==> src/rtl/seg_display_scanner.sv <==
// seg_display_scanner: time-multiplexes four 8-bit segment patterns onto a
// 4-digit common-anode display. Anodes and cathodes are both active-low.
// Every digit slot starts with a blanking gap to suppress ghosting.
// Patterns are double-buffered, so a frame never shows a mix of old and new data.
// Optional build macro BRIGHTNESS_PWM_EN: adds a BRIGHTNESS[3:0] input that
// gates the lit anode with a free-running 4-bit PWM counter.
//
// state    | meaning
// ST_BLANK | slot counter inside the blanking gap, all anodes off
// ST_DRIVE | slot counter past the gap, the current digit may be lit
module seg_display_scanner #(
   parameter int REFRESH_DIV  = 50000,
   parameter int BLANK_CYCLES = 500
) (
   input  logic       CLK,
   input  logic       RST,
   input  logic [7:0] DIGIT_ONE,
   input  logic [7:0] DIGIT_TWO,
   input  logic [7:0] DIGIT_THREE,
   input  logic [7:0] DIGIT_FOUR,
   input  logic       LOAD,
   input  logic [3:0] DIGIT_EN,
`ifdef BRIGHTNESS_PWM_EN
   input  logic [3:0] BRIGHTNESS,
`endif
   output logic [3:0] AN,
   output logic [7:0] SEG,
   output logic       FRAME_START
);

   localparam int CW = (REFRESH_DIV > 1) ? $clog2(REFRESH_DIV) : 1;
   localparam logic [CW-1:0] C_LAST  = CW'(REFRESH_DIV - 1);
   localparam logic [CW-1:0] C_BLANK = CW'(BLANK_CYCLES);

   typedef enum logic {
      ST_BLANK = 1'b0,
      ST_DRIVE = 1'b1
   } state_t;

   // With no blanking gap, slot 0 starts directly in DRIVE.
   localparam state_t ST_RST = (BLANK_CYCLES > 0) ? ST_BLANK : ST_DRIVE;

   state_t          state;
   logic [CW-1:0]   c;
   logic [CW-1:0]   c_nxt;
   logic [1:0]      d;
   logic            frame_seen;
   logic            slot_wrap;
   logic            frame_wrap;
   logic            pwm_on;
   logic            lit;
   logic [3:0][7:0] pend;
   logic [3:0][7:0] act;
   logic [3:0][7:0] din;
   logic            pend_vld;
   logic            have_data;
`ifdef BRIGHTNESS_PWM_EN
   logic [3:0]      p;
`endif

   assign din        = {DIGIT_FOUR, DIGIT_THREE, DIGIT_TWO, DIGIT_ONE};
   assign slot_wrap  = (c == C_LAST);
   assign frame_wrap = slot_wrap && (d == 2'd3);

   // Next slot count and the lit decision for the current (c, d).
   // Nothing lights until a pattern set has been committed since reset.
   always_comb begin
      c_nxt  = slot_wrap ? '0 : c + 1'b1;
`ifdef BRIGHTNESS_PWM_EN
      pwm_on = (p < BRIGHTNESS);
`else
      pwm_on = 1'b1;
`endif
      lit    = (state == ST_DRIVE) && DIGIT_EN[d] && have_data && pwm_on;
   end

   // Slot/digit sequencing, state tracking and registered display outputs.
   always_ff @(posedge CLK or posedge RST) begin
      if (RST) begin
         c           <= '0;
         d           <= 2'd0;
         state       <= ST_RST;
         frame_seen  <= 1'b0;
         AN          <= 4'hF;
         SEG         <= 8'hFF;
         FRAME_START <= 1'b0;
`ifdef BRIGHTNESS_PWM_EN
         p           <= 4'd0;
`endif
      end else begin
         c     <= c_nxt;
         state <= (c_nxt < C_BLANK) ? ST_BLANK : ST_DRIVE;
         if (slot_wrap) begin
            d <= d + 2'd1;
         end
         if (frame_wrap) begin
            frame_seen <= 1'b1;
         end
         FRAME_START <= (c == '0) && (d == 2'd0) && frame_seen;
         AN          <= lit ? ~(4'b0001 << d) : 4'hF;
         SEG         <= lit ? ~act[d] : 8'hFF;
`ifdef BRIGHTNESS_PWM_EN
         p           <= p + 4'd1;
`endif
      end
   end

   // Double buffer: LOAD fills pending, and the frame boundary commits it.
   // A LOAD on the boundary cycle itself goes straight to active.
   always_ff @(posedge CLK or posedge RST) begin
      if (RST) begin
         pend      <= '0;
         act       <= '0;
         pend_vld  <= 1'b0;
         have_data <= 1'b0;
      end else if (frame_wrap) begin
         if (LOAD) begin
            act       <= din;
            pend      <= din;
            have_data <= 1'b1;
         end else if (pend_vld) begin
            act       <= pend;
            have_data <= 1'b1;
         end
         pend_vld <= 1'b0;
      end else if (LOAD) begin
         pend     <= din;
         pend_vld <= 1'b1;
      end
   end

endmodule

==> config.mk <==
export PLATFORM = sky130hd
export DESIGN_NAME = seg_display_scanner
export DESIGN_NICKNAME = d
export VERILOG_FILES = /design/src/rtl/seg_display_scanner.sv
export SDC_FILE = /design/constraint.sdc
export NUM_CORES = 1
export LEC_CHECK = 0
export ABC_AREA = 1
export BUFFER_PORTS_ARGS = -buffer_cell sky130_fd_sc_hd__buf_2
export CAP_MARGIN = 20
export CORE_AREA = 2 2 90 92
export DETAILED_ROUTE_END_ITERATION = 10
export DIE_AREA = 0 0 92 94
export GPL_TIMING_DRIVEN = 0
export PLACE_DENSITY = 0.8
export SYNTH_ARGS = -nofsm -noshare
export SYNTH_HDL_FRONTEND = slang
export SYNTH_SLANG_ARGS = --single-unit
==> constraint.sdc <==
create_clock -name CLK -period 5.9 [get_ports CLK]
set_input_delay 0.295 -clock CLK [delete_from_list [all_inputs] [get_ports CLK]]
set_output_delay 0.295 -clock CLK [all_outputs]
set_load 0.01 [all_outputs]
# [Word-level counts from Yosys, hierarchy flattened]
# Cells that the tools add are included.
[totals] register_bits=99 word_cells=50
[op_classes] n_addsub=2 order_cmp=2 eq_ne=2 shift=1 muxes=14 n_bitwise=2 reduce_logical=10
[op_table] cell="$mux W32" count=2
[op_table] cell="$add A16 B1 Y16 const B" count=1
[op_table] cell="$bmux W8 S2" count=1
[op_table] cell="$eq A16 B16 Y1 const B" count=1
[op_table] cell="$logic_not A16 Y1" count=1
[op_table] cell="$lt A16 B9 Y1 const B" count=1
[op_table] cell="$mux W16" count=1
[op_table] cell="$mux W8" count=2
[op_table] cell="$not A8 Y8" count=1
[op_table] cell="$mux W1" count=6
[op_table] cell="$logic_and A1 B1 Y1" count=5
[op_table] cell="$mux W4" count=1
[op_table] cell="$not A4 Y4" count=1
[op_table] cell="$reduce_bool A2 Y1" count=2
[op_table] cell="$shl A1 B2 Y4 const A" count=1
[op_table] cell="$lt A2 B3 Y1 const B" count=1
[op_table] cell="$add A2 B1 Y2 const B" count=1
[op_table] cell="$bmux W1 S2" count=1
[op_table] cell="$eq A2 B2 Y1 const B" count=1
[op_table] cell="$logic_not A2 Y1" count=1
[op_table] cell="$reduce_and A2 Y1" count=1

# [Logic depth before layout (Yosys ltp)]
[depth] depth_word=5 ltp_mapped=11 depth_no_buf=11

# [Worst setup path before layout]
# No wires, ideal clock.
[synth_path] kind="reg-to-reg" from="register c[0]" to="register act[0] (netlist bit)" setup_ps=117 arrival_ps=1440 required_time_ps=5783 slack_ps=4343 stages_incl_launch_ff=10 n_path_buf=1 cell_sequence="dfrtp_1 > ha_1 > nand3_2 > nor2_2 > nand2_2 > nor2_8 > nand2_4 > buf_6 > nand2_1 > nand2_1"
[synth_between] elab_chain_len=3
[synth_lines] item="start, declared" line_no="44" rtl="logic [CW-1:0] c;"
[synth_lines] item="start signal, assigned" line_no="91" rtl="c <= c_nxt;"
[synth_lines] item="$eq A16 B16 Y1" line_no="62" rtl="assign slot_wrap = (c == C_LAST);"
[synth_lines] item="$logic_and A1 B1 Y1" line_no="63" rtl="assign frame_wrap = slot_wrap && (d == 2'd3);"
[synth_lines] item="$reduce_and A2 Y1 (no line)"
[synth_lines] item="end signal, assigned" line_no="118" rtl="act <= din;"
[synth_lines] item="end signal, assigned" line_no="122" rtl="act <= pend;"
[synth_lines] item="end, declared" line_no="53" rtl="logic [3:0][7:0] act;"
# No other way between the ends.
# A chain may end at the register's enable or synchronous reset.

# [Worst setup path in the final report]
[layout_path] from="register c[0]" to="register state"
[layout_between] elab_chain_len=4 word_cells_on_any_way=5 classes_between="1 x add/sub; 1 x order compare; 1 x eq/ne; 2 x mux"
[layout_lines] item="$add A16 B1 Y16 / $eq A16 B16 Y1 (equally long branches)" line_no="68, 62"
[layout_lines] item="$mux W16 (*)" line_no="68" rtl="c_nxt = slot_wrap ? '0 : c + 1'b1;"
[layout_lines] item="via c_nxt[8]" line_no="45" rtl="logic [CW-1:0] c_nxt;"
[layout_lines] item="$lt A16 B9 Y1 (*)" line_no="92" rtl="state <= (c_nxt < C_BLANK) ? ST_BLANK : ST_DRIVE;"
[layout_lines] item="$mux W1 (*)" line_no="92"
[layout_lines] item="end signal, assigned" line_no="92"
[layout_lines] item="end, declared" line_no="43" rtl="state_t state;"
# The timed path passes the listed nets; every way through them passes the cells marked *.

==> impl_metrics.yaml <==
run_status:
  status: "complete, no violations"
layout:
  diodes: 0
  finalInstanceArea_um2: 5122
  syn_to_final_growth_pct: 14.33
  fin_nets: 655
  drive_gt1_share_pct: 17.07
  fillers: 670
worst_setup_path:
  worst-path-stages: 10
  cp-start-kind: "register"
  path_max_fanout: 8
  cp-end-kind: "register"
  cp_slowest_stage_delay_ps: 450
  reg2reg_to: "state$_DFF_PP0_"
  required_ps: 6150
  crit_chain: "ha_1 -> nand2_1 -> nor2_2 -> nand3_1 -> nor2_4 -> nor2_1 -> nand2_1 -> inv_1 -> nand2_1 -> nand3_1"
  r2r_setup_slack_ps: 3970
  crit_arrival_ps: 2180
  crit_top_cell: "nand2_1"
  r2r_cells: 10
  regToRegStartpoint: "c[0]$_DFF_PP0_"
  setup.worst_path.start: "c[0]$_DFF_PP0_"
  worst-setup-path-type: "register to register"
  cp_slowest_cell: "dfrtp_1"
  path_buf_inv: 1
  crit_family: "simple AND/OR/NAND/NOR gates"
worst_hold_path:
  hold_path.startpoint: "DIGIT_THREE[0]"
  hp-class: "input port to register"
  hold-path-endpoint: "pend[16]$_DFFE_PP0P_"
  hold_depth: 3
pwr:
  seqPwrFrac_pct: 56.3
  p_leak_nw: 2.780
  power_switching_w: 0.0002883
  peakVddDrop_mv: 0.1714
  p_int_w: 0.0009609
  powerDensity_nw_per_um2: 243.9
  pwr-share-clk_pct: 38.7
  combPwrFrac_pct: 5.0
  power.total_w: 0.001249
  netSwitchingFraction_pct: 23.08
sta:
  hold_violations: 0
  worst_pin_slew_ps: 460.6
  fmaxAchievable_ghz: 0.5191
  finalSetupViolations: 0
  max_slew_margin_pct: 69.29
  timing.final.crit_share_pct: 32.65
  fin_worst_skew_ps: 10.65
  slew_violations: 0
  setup_slack_ps: 3973
  holdWs_ps: 141.9
  finalSetupTns_ps: 0
  period_minus_slack_ps: 1927
  rsz0062_at_grt: "false"
logic_synthesis:
  ys_ff_latch: 99
  ys_seq_area_share_pct: 55.63
  synth_ff_type: "dfrtp_1"
  yosysTopAreaCellShare_pct: 48.59
  yosys.cell_count.top_type: "nand2_1"
  ys_types: 29
  synthTopCellsByCount: "nand2_1 (233), dfrtp_1 (87), nor2_1 (45), nand3_1 (43), inv_1 (39)"
  syn_nets: 592
  synthCells: 547
  ys_warn_count: 0
  synthesis.area_um2: 4481
  ys_top_cells_by_area: "dfrtp_1 (49%), nand2_1 (20%), dfstp_2 (7.0%)"
  synth.avg_cell_area_um2: 8.191
  synth_top_area_cell: "dfrtp_1"
  async_flop_share_pct: 100.0
  synth_edf_count: 0
die:
  start_util_pct: 58.90
  io_pins: 52
  core-area_um2: 7607
  chipWidth_um: 92
  die-area_um2: 8648
  die-height_um: 94
  row_count: 32
placement:
  postPlaceCellArea_um2: 4888
  dp_worst_setup_slack_ps: 3998
  dp_hpwl_um: 7135
  numPortBuffers: 50
  place.gp.congestion: 0.9021
clock_tree:
  post_cts_buffers: 0
  cts_tree: "done"
  clock_latency_ps: 370
  cts_root_buf: "clkbuf_8"
  path_clk_slew_ps: 100
  cts_sinks: 99
  htreeDepth: 3
  cts_made_buffers: 9
  clockBufferDepth: 2
global_route:
  grt_max_degree: 77
  grt_pass1_vias: 3437
  grt_pass1_wl_um: 16310
  grt_overflow: 0
  grt_usage_pct: 24.50
  antenna_found_initial: 0
detailed_routing:
  wl_per_cell_um: 13.49
  drc: 0
  via_per_inst: 5.148
  drtAntennaViolNets: 0
  vias: 3691
  drt_iter0_markers: 257
  drtPass1Iterations: 5
  drt-total-wl_um: 9674
job:
  maxCapViolCount: 0
-- layout make-up --
type,instances,area (µm²),area share (%)
inverters,40,152.6,2.980
clock inverters,7,100.1,1.954
multi-input cells,384,1707,33.32
clock buffers,9,123.9,2.418
plain buffers,24,131.4,2.565
flip-flops and latches,99,2492,48.66
well taps,102,127.6,2.491
repair buffers,52,287.8,5.618
-- flip-flops by register name, indices dropped and copies added (netlist names) --
| signal | cells |
|---|---|
| c | 16 |
| FRAME_START | 1 |
| pend_vld | 1 |
| pend | 32 |
| frame_seen | 1 |
| act | 32 |
| state | 1 |
| have_data | 1 |
| d | 2 |
| AN | 4 |
| SEG | 8 |
-- layer usage --
metal  vias to the layer above  wire, µm  part of all wire, %  track usage, %
li1                       1832         -                    -               -
met1                      1714      4511                   47           35.05
met2                       121      4503                   47           37.93
met3                        24       436                  4.5           4.013
met4                         0       223                  2.3           9.577
met5                         -         0                    0               0
-- what timing repair did --
item / CTS / global route
hold endpoints to repair: 19 / 0
hold buffers: 1 / 0
gates resized for setup: 0 / 0
setup endpoints to repair: 0 / 0
-- worst reg2reg max path, cell delays in order (launching register included) --
cell     delay, ps
dfrtp_1        450
ha_1           290
nand2_1        110
nor2_2         200
nand3_1        160
nor2_4         250
nor2_1          90
nand2_1         80
inv_1           40
nand2_1         70
nand3_1         80
-- kinds of logic after synthesis --
kind of cell | count (synthesis) | share of synthesized area, %
compound gates | 35 | 4.496
xor+xnor | 2 | 0.3910
fa+ha+maj | 6 | 1.675
buf+inv | 64 | 6.283
flops | 99 | 55.63
simple gates | 341 | 31.53
-- worst max-delay path by stage --
stage | to | slack, ps
after floorplan | FRAME_START$_DFF_PP0_ | 3030
after global placement | pend[31]$_DFFE_PP0P_ | 2070
after detailed placement | state$_DFF_PP0_ | 4000
after CTS | state$_DFF_PP0_ | 3960
after global routing | state$_DFF_PP0_ | 3800
final | state$_DFF_PP0_ | 3970
-- placed cells by master (no fill, tap or decap), types with 2 or more instances in the layout --
cell        instances
nor2_1             45
dfrtp_1            87
or2_2               2
buf_2              56
o21bai_1            2
nand4_1             6
nand3_1            43
clkinvlp_4          2
buf_4               3
inv_1              38
o21ai_0            20
clkbuf_8            9
ha_1                6
nand2_1           233
dfstp_2            12
o22ai_1             9
bufinv_16           2
a21oi_1             3
clkbuf_1           12
nor2_2              4
buf_6               3
xor2_1              2
-- power groups by stage --
stage	logic (W)	registers [W]	clock network (W)
2_1_floorplan	0.0000367	0.000714	0
3_3_place_gp	0.0000583	0.000715	0
3_5_place_dp	0.0000636	0.000716	0
4_1_cts	0.0000642	0.000703	0.000492
5_1_grt	0.0000732	0.000705	0.000522
6_report	0.0000625	0.000703	0.000484
-- stage by stage --
step,instances,utilization (%)
final,717,67.34
after global placement,699,63.87
after global routing,717,67.34
after CTS,717,67.34
after detailed placement,700,64.26
after floorplan,547,-
Note: power is estimated with default switching activity, not from simulation.
